<file path="config.mk">
export PLATFORM = sky130hd
export DESIGN_NAME = smpl_deci_pk
export DESIGN_NICKNAME = d
export VERILOG_FILES = /design/src/rtl/smpl_deci_pk.sv
export SDC_FILE = /design/constraint.sdc
export NUM_CORES = 1
export LEC_CHECK = 0
export CORE_MARGIN = 4
export CORE_UTILIZATION = 44
export CTS_BUF_LIST = sky130_fd_sc_hd__clkbuf_8 sky130_fd_sc_hd__clkbuf_16
export CTS_CLUSTER_SIZE = 28
export DETAILED_ROUTE_END_ITERATION = 10
export PLACE_DENSITY_LB_ADDON = 0.2
export SLEW_MARGIN = 20
export SYNTH_ARGS = -nofsm -noshare
export SYNTH_HDL_FRONTEND = slang
export SYNTH_SLANG_ARGS = --single-unit
</file>
<file path="constraint.sdc">
create_clock -name clk -period 7 [get_ports clk]
set_clock_uncertainty 0.05 [all_clocks]
set_input_delay 1.05 -clock clk [delete_from_list [all_inputs] [get_ports clk]]
set_output_delay 1.05 -clock clk [all_outputs]
set_load 0.02 [all_outputs]
</file>
<file path="src/rtl/smpl_deci_pk.sv">
// Sample decimator with plain / peak-max / peak-min window reduction.
// Each window of num+1 samples yields one registered output; div2 emits every second window.
module smpl_deci_pk #(
  parameter int DW = 8,
  parameter int CW = 16
) (
  input  logic          clk,
  input  logic          nrst,
  input  logic          en,
  input  logic [CW-1:0] num,
  input  logic [1:0]    mode,
  input  logic          div2,
  input  logic [DW-1:0] din,
  output logic [DW-1:0] dout,
  output logic          dvalid,
  output logic          out2
);

  logic [CW-1:0] cnt_q, cnt_d;
  logic [CW-1:0] num_cap_q, num_cap_d;
  logic [1:0]    mode_cap_q, mode_cap_d;
  logic [DW-1:0] acc_q, acc_d;
  logic          ph_q, ph_d;
  logic [DW-1:0] dout_q, dout_d;
  logic          dvalid_q, dvalid_d;
  logic          out2_q, out2_d;

  logic          first;
  logic          last;
  logic [CW-1:0] win_num;
  logic [1:0]    win_mode;
  logic [DW-1:0] acc_upd;
  logic [DW-1:0] acc_nxt;

  always_comb begin
    // At cnt=0 the live num/mode are the ones being captured, so they govern this cycle too.
    first    = (cnt_q == '0);
    win_num  = first ? num  : num_cap_q;
    win_mode = first ? mode : mode_cap_q;

    case (win_mode)
      2'b01:   acc_upd = (din > acc_q) ? din : acc_q;
      2'b10:   acc_upd = (din < acc_q) ? din : acc_q;
      default: acc_upd = din;
    endcase
    acc_nxt = first ? din : acc_upd;
    // Comparing against captured num avoids needing a CW+1 bit window length.
    last    = (cnt_q == win_num);

    cnt_d      = cnt_q;
    num_cap_d  = num_cap_q;
    mode_cap_d = mode_cap_q;
    acc_d      = acc_q;
    ph_d       = ph_q;
    dout_d     = dout_q;
    dvalid_d   = 1'b0;
    out2_d     = 1'b0;

    if (!en) begin
      cnt_d = '0;
      acc_d = '0;
      ph_d  = 1'b0;
    end else begin
      num_cap_d  = win_num;
      mode_cap_d = win_mode;
      acc_d      = acc_nxt;
      cnt_d      = last ? '0 : cnt_q + 1'b1;
      if (last) begin
        dout_d   = acc_nxt;
        out2_d   = 1'b1;
        dvalid_d = ~div2 | ph_q;
        ph_d     = ~ph_q;
      end
    end
  end

  always_ff @(posedge clk or negedge nrst) begin
    if (!nrst) begin
      cnt_q      <= '0;
      num_cap_q  <= '0;
      mode_cap_q <= 2'b00;
      acc_q      <= '0;
      ph_q       <= 1'b0;
      dout_q     <= '0;
      dvalid_q   <= 1'b0;
      out2_q     <= 1'b0;
    end else begin
      cnt_q      <= cnt_d;
      num_cap_q  <= num_cap_d;
      mode_cap_q <= mode_cap_d;
      acc_q      <= acc_d;
      ph_q       <= ph_d;
      dout_q     <= dout_d;
      dvalid_q   <= dvalid_d;
      out2_q     <= out2_d;
    end
  end

  assign dout   = dout_q;
  assign dvalid = dvalid_q;
  assign out2   = out2_q;

endmodule

</file>
Word-level counts from Yosys, hierarchy flattened. Index checks and enable logic that the tools add are counted.

Flip-flop bits (word level): 53. Latch bits: 0. Memory bits (writable): 0. ROM bits: 0. Logic and storage cells: 35. Memories: 0.

$add $sub $neg: 1. Multipliers: 0. Div/mod/pow operators: 0. Order comparisons: 2. Equality and inequality tests: 4. Shift operators: 0. Mux-type cells: 15. Bitwise logic cells: 3. Reduce and logical (&&, ||, !) cells: 2.

Operator list (count): $mux W16 (3); $mux W8 (4); $add A16 B1 Y16 const B (1); $eq A16 B16 Y1 (1); $logic_not A16 Y1 (1); $pmux W8 S2 (1); $gt A8 B8 Y1 (1); $lt A8 B8 Y1 (1); $mux W1 (6); $eq A2 B1 Y1 const B (1); $eq A2 B2 Y1 const B (1); $mux W2 (1); $ne A2 B1 Y1 const B (1); $not A1 Y1 (2); $reduce_and A2 Y1 (1); $or A1 B1 Y1 (1).

Depth between registers and ports, before layout. Gate-level depths: netlist of run 1.

Depth in word-level cells: 6. Mapped depth: 13.

Worst setup path after synthesis of run 1. No wires, ideal clock.

Kind: reg-to-reg. Start point: register cnt_q[0]. End point: register dout_q[7], in the netlist dout[7]. Library setup time: 127 ps. Arrival time: 2762 ps. Data required time: 6823 ps. Path slack: 4061 ps. Stages on the path, launching flop included: 14. Buffers on the path: 2. Period minus slack after synthesis: 2939 ps. Path through: dfrtp_1 > clkbuf_1 > inv_1 > ha_1 > nor3b_1 > nand4_1 > buf_6 > mux2i_1 > inv_1 > ha_1 > nor2_1 > o211ai_1 > a32oi_1 > a21oi_1.

Longest elaborated chain between the ends: 5. Elaborated cells between the ends (all ways): 9. Classes of those cells: 3 x eq/ne; 4 x mux; 2 x reduce/logical.

RTL lines: start: declaration (line 19) `logic [CW-1:0] cnt_q, cnt_d;`; start signal: assignment (line 88) `cnt_q <= cnt_d;`; $logic_not A16 Y1 * (line 37) `first = (cnt_q == '0);`; $mux W2 * (line 39) `win_mode = first ? mode : mode_cap_q;`; named net win_mode[1] (line 31) `logic [1:0] win_mode;`; $eq A2 B2 Y1 or $eq A2 B1 Y1 (tied branches) (line 41) `case (win_mode)`; $pmux W8 S2 * (line 41); $mux W8 * (line 46) `acc_nxt = first ? din : acc_upd;`; end signal: assignment (line 93) `dout_q <= dout_d;`; end: declaration (line 24) `logic [DW-1:0] dout_q, dout_d;`.

The timed path passes the listed nets; every way through them passes the cells marked *. A chain may end at the register's enable or synchronous reset.

Final worst setup path of run 1.
Start point: register cnt_q[1]. End point: register dout_q[0], in the netlist dout[0].

Same word-level chain as after synthesis.

==> report_table.html, run 1 <==
<table>
<tr><th>Metric</th><th>Value</th></tr>
<tr><th colspan="2">Outcome</th></tr>
<tr><td>Outcome</td><td>finished clean</td></tr>
<tr><th colspan="2">CTS</th></tr>
<tr><td>Clock-pin slew on the worst setup and hold paths</td><td>0.09 ns</td></tr>
<tr><td>Postcts setup bufs</td><td>0</td></tr>
<tr><td>Clock latency on the worst-skew pair</td><td>0.30 ns</td></tr>
<tr><td>Number of buffers added by the clock tree synthesis step</td><td>5</td></tr>
<tr><td>Buffer cell driving the clock tree root</td><td>clkbuf_8</td></tr>
<tr><td>Number of clock sinks</td><td>53</td></tr>
<tr><td>CTS tree</td><td>yes</td></tr>
<tr><td>Hold_buf cts</td><td>0</td></tr>
<tr><td>H-Tree Depth</td><td>2</td></tr>
<tr><td>PostCTS Resize Cnt</td><td>0</td></tr>
<tr><td>Maximum buffer depth of the clock tree</td><td>2</td></tr>
<tr><th colspan="2">Pwr</th></tr>
<tr><td>Peak supply drop</td><td>143.3 uV</td></tr>
<tr><td>Power density over the cells</td><td>219.4 nW/um^2</td></tr>
<tr><td>Standby leakage power</td><td>1.443 nW</td></tr>
<tr><th colspan="2">Placed design</th></tr>
<tr><td>Routability congestion estimate</td><td>0.8764</td></tr>
<tr><td>Number of cells after detailed placement</td><td>394</td></tr>
<tr><td>Post-detail-place hpwl</td><td>4.851 mm</td></tr>
<tr><td>Number of input and output port buffers inserted</td><td>39</td></tr>
<tr><th colspan="2">Timing</th></tr>
<tr><td>Tcrit/Tclk final</td><td>53.92%</td></tr>
<tr><td>Final Critical Period</td><td>3.774 ns</td></tr>
<tr><td>Total Neg Setup Slack</td><td>0 ns</td></tr>
<tr><td>Actual slew at the worst max-slew pin</td><td>0.8365 ns</td></tr>
<tr><td>Achievable frequency</td><td>264.9 MHz</td></tr>
<tr><td>Relative slew slack</td><td>44.10%</td></tr>
<tr><td>RSZ-0062 raised after global routing</td><td>false</td></tr>
<tr><td>Number of failing hold endpoints at the final stage</td><td>0</td></tr>
<tr><td>Final Max Tran Viols</td><td>0</td></tr>
<tr><td>Final setup fails</td><td>0</td></tr>
<tr><th colspan="2">Synth</th></tr>
<tr><td>Synthesized area</td><td>2969 sq um</td></tr>
<tr><td>Share of the yosys chip area belonging to registers</td><td>44.67%</td></tr>
<tr><td>Nets in the synthesized netlist</td><td>333</td></tr>
<tr><td>EDFF count, synth</td><td>0</td></tr>
<tr><td>Number of distinct standard cells referenced by the synthesized netlist</td><td>47</td></tr>
<tr><td>Synthesized area divided by synthesized cell count</td><td>10.20 sq um</td></tr>
<tr><td>Flip-flop cell with the highest count after synthesis</td><td>dfrtp_1</td></tr>
<tr><td>Number of instances in the synthesized netlist</td><td>291</td></tr>
<tr><td>Async set-or-reset flop fraction in the synthesized netlist</td><td>100.0%</td></tr>
<tr><td>Total of flip-flops plus latches after synthesis</td><td>53</td></tr>
<tr><td>Count of yosys warnings during synthesis</td><td>0</td></tr>
<tr><th colspan="2">Cells and area</th></tr>
<tr><td>Fillcell total</td><td>593</td></tr>
<tr><td>Number of standard cells in the final layout excluding fillers</td><td>401</td></tr>
<tr><td>Diodes inserted</td><td>0</td></tr>
<tr><td>Final #Nets</td><td>366</td></tr>
<tr><td>Most used cells in the layout excluding fill and tap cells</td><td>dfrtp_1, clkdlybuf4s50_1, inv_1</td></tr>
<tr><td>Commonest non-fill, non-tap cell in the layout</td><td>dfrtp_1</td></tr>
<tr><td>Area Growth Syn to Fin</td><td>16.18%</td></tr>
<tr><td>Share of layout cells above drive strength 1</td><td>12.65%</td></tr>
<tr><th colspan="2">Job</th></tr>
<tr><td>Max-capacitance violation count</td><td>0</td></tr>
<tr><th colspan="2">Detailed routing</th></tr>
<tr><td>DRT iter0 DRCs</td><td>93</td></tr>
<tr><td>Total wire length after detailed routing</td><td>6.506 mm</td></tr>
<tr><td>Length of the first detailed-routing pass in iterations</td><td>4</td></tr>
<tr><td>Via count</td><td>2200</td></tr>
<tr><td>Via-per-instance ratio</td><td>5.486</td></tr>
<tr><td>Routed WL per cell</td><td>16.22 microns</td></tr>
<tr><td>Number of remaining DRC errors</td><td>0</td></tr>
<tr><td>Number of nets with antenna violations after routing</td><td>0</td></tr>
<tr><th colspan="2">Worst setup path</th></tr>
<tr><td>Required time at the endpoint of the critical path</td><td>7.13 ns</td></tr>
<tr><td>Startpoint type of the worst setup path</td><td>flip-flop</td></tr>
<tr><td>Worst setup path category</td><td>flip-flop to flip-flop</td></tr>
<tr><td>Data arrival time of the worst path</td><td>3.90 ns</td></tr>
<tr><td>Type of element capturing the critical path</td><td>flip-flop</td></tr>
<tr><td>Critical path fanouts, max</td><td>12</td></tr>
<tr><th colspan="2">GRT</th></tr>
<tr><td>Via count of the first global-routing pass</td><td>2261</td></tr>
<tr><td>Total overflow reported by the global router</td><td>0</td></tr>
<tr><td>Largest net degree at the start of global routing</td><td>54</td></tr>
<tr><td>GRT Overall Usage</td><td>17.10%</td></tr>
<tr><td>Initial antenna violation count</td><td>0</td></tr>
<tr><td>Global-route wire length before repair</td><td>11.47 mm</td></tr>
<tr><th colspan="2">Hold path</th></tr>
<tr><td>Hold WC Path Type</td><td>flip-flop to flip-flop</td></tr>
<tr><th colspan="2">Floorplan</th></tr>
<tr><td>Placement Rows</td><td>29</td></tr>
<tr><td>Vertical extent of the die</td><td>90.15 microns</td></tr>
<tr><td>Effective utilization at floorplan</td><td>45.97%</td></tr>
<tr><td>Die ar.</td><td>8126 sq um</td></tr>
<tr><td>Die Wd</td><td>90.15 microns</td></tr>
<tr><td># IOs</td><td>40</td></tr>
<tr><td>Placeable core region</td><td>6459 sq um</td></tr>
</table>
==> metrics by stage <==
stage	instance area, sq um	hold slack (ns)	power, mW	setup slack [ns]	utilization [%]
global placement	3363	0.4415	0.5896	3.418	52.07
global route	3450	0.5125	0.8064	2.744	53.41
CTS	3450	0.4715	0.7636	3.232	53.41
floorplan	2969	0.4202	0.5176	4.061	-
finish	3450	0.4667	0.7570	3.226	53.41
detailed placement	3363	0.4511	0.5926	3.271	52.07
==> logic make-up after synthesis <==
family | Yosys count | share of synthesized area, %
AO/OA/AOI/OAI | 57 | 12.81
flip-flops | 53 | 44.67
AND/OR/NAND/NOR | 84 | 16.14
XOR/XNOR | 27 | 7.965
adder cells (fa/ha/maj) | 12 | 5.057
multiplexers | 19 | 6.995
buffers and inverters | 39 | 6.363
==> cell usage after synthesis, types with 3 or more instances <==
cell type	instances	area share [%]
xor2_1	8	2.4
nor2b_1	9	1.9
mux2_2	14	5.3
buf_6	3	1.1
nor4_1	3	0.63
o22ai_1	4	0.84
a32oi_1	8	2.4
o211ai_1	3	0.76
nor2_2	10	2.1
ha_1	12	5.1
mux2i_1	5	1.7
nand4_1	3	0.63
nand2b_1	4	0.84
o21ai_0	6	1.0
nand3_1	12	2.0
and3_1	4	0.84
xnor2_1	19	5.6
nand2_1	11	1.4
inv_1	25	3.2
dfrtp_1	53	45
buf_2	4	0.67
nor2_1	16	2.0
a21oi_1	23	3.9
clkbuf_1	5	0.63
==> flip-flops by register name, indices dropped and copies added, names as in the netlist <==
register    flops
cnt_q          16
num_cap_q      16
acc_q           8
dout            8
mode_cap_q      2
dvalid          1
out2            1
ph_q            1
==> where the power goes <==
group / internal [mW] / total (mW) / switching, mW / leakage [nW]
logic: 0.0986 / 0.204 / 0.106 / 0.706
clock network: 0.0772 / 0.170 / 0.0925 / 0.0485
registers: 0.349 / 0.383 / 0.0342 / 0.688
total: 0.524 / 0.757 / 0.232 / 1.44
==> area by class of cell <==
class                           count  area (sq um)  share of cell area (%)
Clock buffer                        6         82.58                   2.394
Clock inverter                      1         3.754                  0.1088
Inverter                           25         93.84                   2.720
Multi-Input combinational cell    199          1454                   42.15
Sequential cell                    53          1326                   38.45
Tap cell                           77         96.34                   2.793
Timing Repair Buffer               40         392.9                   11.39
==> layer usage <==
metal	vias to the layer above	global-route usage, %	share of wire (%)
met5	-	0	0
met4	0	3.444	0.71
met3	5	3.005	3.4
met2	41	27.44	46
met1	1067	24.37	50
li1	1087	-	-
==> critical path, cell delays in order, from the launching register on <==
cell	delay [ns]
dfrtp_1	0.44
inv_1	0.14
ha_1	0.15
nor3b_1	0.17
nand4_1	0.57
mux2i_1	0.48
inv_1	0.08
ha_1	0.28
nor2_1	0.44
o211ai_1	0.39
a32oi_1	0.36
a21oi_1	0.10
==> worst paths after layout <==
check                                          startpoint                   endpoint  slack, ns  cells after the start
worst max-delay path                   cnt_q[1]$_DFF_PN0_        dout[0]$_DFFE_PN0P_       3.23                     11
worst min-delay path            num_cap_q[12]$_DFFE_PN0P_  num_cap_q[12]$_DFFE_PN0P_       0.47                      2
worst max register to register         cnt_q[1]$_DFF_PN0_        dout[0]$_DFFE_PN0P_       3.23                     11
worst min register to register  num_cap_q[12]$_DFFE_PN0P_  num_cap_q[12]$_DFFE_PN0P_       0.47                      2
max in group asynchronous                            nrst        dout[5]$_DFFE_PN0P_       5.63                      2
min in group asynchronous                            nrst         cnt_q[7]$_DFF_PN0_       0.82                      2
(Power assumes the default switching activity.)
==> run 2: changes to the inputs <==
==> constraint.sdc (replaced) <==
create_clock -name clk -period 3.9 [get_ports clk]
set_clock_uncertainty 0.05 [all_clocks]
set_input_delay 0.585 -clock clk [delete_from_list [all_inputs] [get_ports clk]]
set_output_delay 0.585 -clock clk [all_outputs]
set_load 0.02 [all_outputs]
==> report_table.html, run 2 (synthesis results as in run 1) <==
<table>
<tr><th>Metric</th><th>Value</th></tr>
<tr><th colspan="2">Floorplan</th></tr>
<tr><td>Placement Rows</td><td>29 (unchanged)</td></tr>
<tr><td>Vertical extent of the die</td><td>90.15 microns (unchanged)</td></tr>
<tr><td>Placeable core region</td><td>6459 sq um (unchanged)</td></tr>
<tr><td>Die Wd</td><td>90.15 microns (unchanged)</td></tr>
<tr><td>Die ar.</td><td>8126 sq um (unchanged)</td></tr>
<tr><td># IOs</td><td>40 (unchanged)</td></tr>
<tr><td>Effective utilization at floorplan</td><td>45.97% (unchanged)</td></tr>
<tr><th colspan="2">Worst setup path</th></tr>
<tr><td>Type of element capturing the critical path</td><td>flip-flop</td></tr>
<tr><td>Worst path bufs/invs</td><td>3 (+1)</td></tr>
<tr><td>Critical path fanouts, max</td><td>10 (-2)</td></tr>
<tr><td>Series of cell instances along the critical path</td><td>inv_1 &gt; ha_1 &gt; nor3b_1 &gt; nand4_1 &gt; mux2i_1 &gt; inv_1 &gt; ha_1 &gt; nor2_1 &gt; buf_4 &gt; o211ai_1 &gt; a32oi_1 &gt; a21oi_1</td></tr>
<tr><td>Startpoint type of the worst setup path</td><td>flip-flop</td></tr>
<tr><td>Data arrival time of the worst path</td><td>3.42 ns (-0.48 ns)</td></tr>
<tr><td>Crit path largest cell delay</td><td>0.48 ns (-0.09 ns)</td></tr>
<tr><td>Slowest cell on crit path</td><td>dfrtp_1</td></tr>
<tr><td>Cell family with the largest share of critical-path delay</td><td>simple AND/OR/NAND/NOR gates</td></tr>
<tr><td>FF-to-FF setup slack</td><td>0.62 ns (-2.61 ns)</td></tr>
<tr><td>Required time at the endpoint of the critical path</td><td>4.04 ns (-3.09 ns)</td></tr>
<tr><td>Worst setup path category</td><td>flip-flop to flip-flop</td></tr>
<tr><th colspan="2">CTS</th></tr>
<tr><td>Hold_buf cts</td><td>0 (unchanged)</td></tr>
<tr><td>Buffer cell driving the clock tree root</td><td>clkbuf_8</td></tr>
<tr><td>Number of buffers added by the clock tree synthesis step</td><td>5 (unchanged)</td></tr>
<tr><td>Clock-pin slew on the worst setup and hold paths</td><td>0.10 ns (about the same)</td></tr>
<tr><td>Maximum buffer depth of the clock tree</td><td>2 (unchanged)</td></tr>
<tr><td>H-Tree Depth</td><td>2 (unchanged)</td></tr>
<tr><td>Number of clock sinks</td><td>53 (unchanged)</td></tr>
<tr><td>CTS tree</td><td>yes</td></tr>
<tr><td>Postcts setup bufs</td><td>0 (unchanged)</td></tr>
<tr><td>Clock latency on the worst-skew pair</td><td>0.31 ns (about the same)</td></tr>
<tr><td>PostCTS Resize Cnt</td><td>0 (unchanged)</td></tr>
<tr><th colspan="2">Detailed routing</th></tr>
<tr><td>Routed WL per cell</td><td>16.12 microns (-0.65%)</td></tr>
<tr><td>DRT iter0 DRCs</td><td>130 (+40%)</td></tr>
<tr><td>Total wire length after detailed routing</td><td>6.512 mm (about the same)</td></tr>
<tr><td>Length of the first detailed-routing pass in iterations</td><td>4 (unchanged)</td></tr>
<tr><td>Number of nets with antenna violations after routing</td><td>0 (unchanged)</td></tr>
<tr><td>Via count</td><td>2244 (+2.0%)</td></tr>
<tr><td>Number of remaining DRC errors</td><td>0 (unchanged)</td></tr>
<tr><td>Via-per-instance ratio</td><td>5.554 (+1.2%)</td></tr>
<tr><th colspan="2">Pwr</th></tr>
<tr><td>Standby leakage power</td><td>1.462 nW (+1.3%)</td></tr>
<tr><td>Power density over the cells</td><td>415.4 nW/um^2 (+89%)</td></tr>
<tr><td>Peak supply drop</td><td>252.2 uV (+76%)</td></tr>
<tr><th colspan="2">Placed design</th></tr>
<tr><td>Post-detail-place hpwl</td><td>5.011 mm (+3.3%)</td></tr>
<tr><td>Number of input and output port buffers inserted</td><td>39 (unchanged)</td></tr>
<tr><td>Routability congestion estimate</td><td>0.9290 (+6.0%)</td></tr>
<tr><th colspan="2">GRT</th></tr>
<tr><td>Via count of the first global-routing pass</td><td>2197 (-2.8%)</td></tr>
<tr><td>Initial antenna violation count</td><td>0 (unchanged)</td></tr>
<tr><td>Global-route wire length before repair</td><td>11.18 mm (-2.5%)</td></tr>
<tr><td>GRT Overall Usage</td><td>16.78% (-0.32 points)</td></tr>
<tr><td>Total overflow reported by the global router</td><td>0 (unchanged)</td></tr>
<tr><td>Largest net degree at the start of global routing</td><td>33 (-39%)</td></tr>
<tr><th colspan="2">Timing</th></tr>
<tr><td>Tcrit/Tclk final</td><td>84.10% (+30 points)</td></tr>
<tr><td>Actual slew at the worst max-slew pin</td><td>0.8066 ns (-0.02996 ns)</td></tr>
<tr><td>Final Critical Period</td><td>3.280 ns (-0.4944 ns)</td></tr>
<tr><td>Total Neg Setup Slack</td><td>0 ns (unchanged)</td></tr>
<tr><td>Relative slew slack</td><td>46.10% (+2.0 points)</td></tr>
<tr><td>Final Max Tran Viols</td><td>0 (unchanged)</td></tr>
<tr><td>Achievable frequency</td><td>304.9 MHz (+15%)</td></tr>
<tr><td>Number of failing hold endpoints at the final stage</td><td>0 (unchanged)</td></tr>
<tr><td>RSZ-0062 raised after global routing</td><td>false</td></tr>
<tr><td>Final setup fails</td><td>0 (unchanged)</td></tr>
<tr><th colspan="2">Cells and area</th></tr>
<tr><td>Most used cells in the layout excluding fill and tap cells</td><td>dfrtp_1, clkdlybuf4s50_1, inv_1</td></tr>
<tr><td>Fillcell total</td><td>605 (+2.0%)</td></tr>
<tr><td>Area Growth Syn to Fin</td><td>17.83%</td></tr>
<tr><td>Area used by multi-input combinational logic</td><td>1454 sq um (unchanged)</td></tr>
<tr><td>Commonest non-fill, non-tap cell in the layout</td><td>dfrtp_1</td></tr>
<tr><td>Share of layout cells above drive strength 1</td><td>13.76% (+1.1 points)</td></tr>
<tr><td>Final #Nets</td><td>368 (+0.55%)</td></tr>
<tr><td>Biggest registers after layout</td><td>cnt_q (16), num_cap_q (16)</td></tr>
<tr><td>Register Area</td><td>1326 sq um (unchanged)</td></tr>
<tr><td>Diodes inserted</td><td>0 (unchanged)</td></tr>
<tr><td>Share of the core filled with cells</td><td>54.17% (+0.76 points)</td></tr>
<tr><th colspan="2">Job</th></tr>
<tr><td>Max-capacitance violation count</td><td>0 (unchanged)</td></tr>
<tr><th colspan="2">Outcome</th></tr>
<tr><td>Outcome</td><td>finished clean</td></tr>
<tr><th colspan="2">Hold path</th></tr>
<tr><td>Hold WC Path Type</td><td>primary input to async pin</td></tr>
</table>
## run 2: cell types whose count changed in the layout (fill, tap and decap cells not counted)
cell        delta
buf_4          +2
bufinv_16      +1
inv_1          -1
clkinvlp_4     +1
## run 2: layout make-up
type | count | area share, %
Multi-Input combinational cell | 199 | 41.56
Clock buffer | 6 | 2.361
Clock inverter | 2 | 1.073
Inverter | 25 | 2.682
Tap cell | 77 | 2.754
Sequential cell | 53 | 37.91
Timing Repair Buffer | 42 | 11.66
## run 2: where the power goes
group	internal, mW	switching [mW]
logic	0.183	0.196
registers	0.626	0.0603
clock network	0.209	0.179
## run 2: path summary, 6_finish.rpt
check	start	to	depth (start not counted)
min in group clk	num_cap_q[12]$_DFFE_PN0P_	num_cap_q[12]$_DFFE_PN0P_	2
max	cnt_q[0]$_DFF_PN0_	dout[3]$_DFFE_PN0P_	12
max in group asynchronous	nrst	acc_q[4]$_DFF_PN0_	2
min reg2reg	num_cap_q[12]$_DFFE_PN0P_	num_cap_q[12]$_DFFE_PN0P_	2
min	nrst	num_cap_q[8]$_DFFE_PN0P_	1
max reg2reg	cnt_q[0]$_DFF_PN0_	dout[3]$_DFFE_PN0P_	12
## run 2: through the flow
stage	cell area [sq um]	std cells	power (mW)	worst slack [ns]	hold WS, ns
floorplan	2969	291	0.9290	0.9614	0.2394
global placement	3378	396	1.067	0.6626	0.4419
detailed placement	3378	396	1.077	0.6484	0.4574
CTS	3498	404	1.470	0.6102	0.3120
global route	3498	404	1.542	0.3130	0.3390
finish	3498	404	1.453	0.6199	0.2761
## run 2: per-layer routing
metal / vias up / track usage, % / share of wire [%]
li1: 1082 / - / -
met1: 1091 / 23.82 / 49
met2: 59 / 25.82 / 44
met3: 12 / 4.007 / 5.0
met4: 0 / 4.209 / 1.6
met5: - / 0 / 0
## run 2: worst register-to-register path, delay by kind of cell (launching register included)
kind                     cells  cell delay [ns]
flip-flops                   1             0.48
multiplexers                 1             0.40
AND/OR/NAND/NOR              3             0.74
buffers and inverters        3             0.34
adder cells (fa/ha/maj)      2             0.41
AO/OA/AOI/OAI                3             0.74
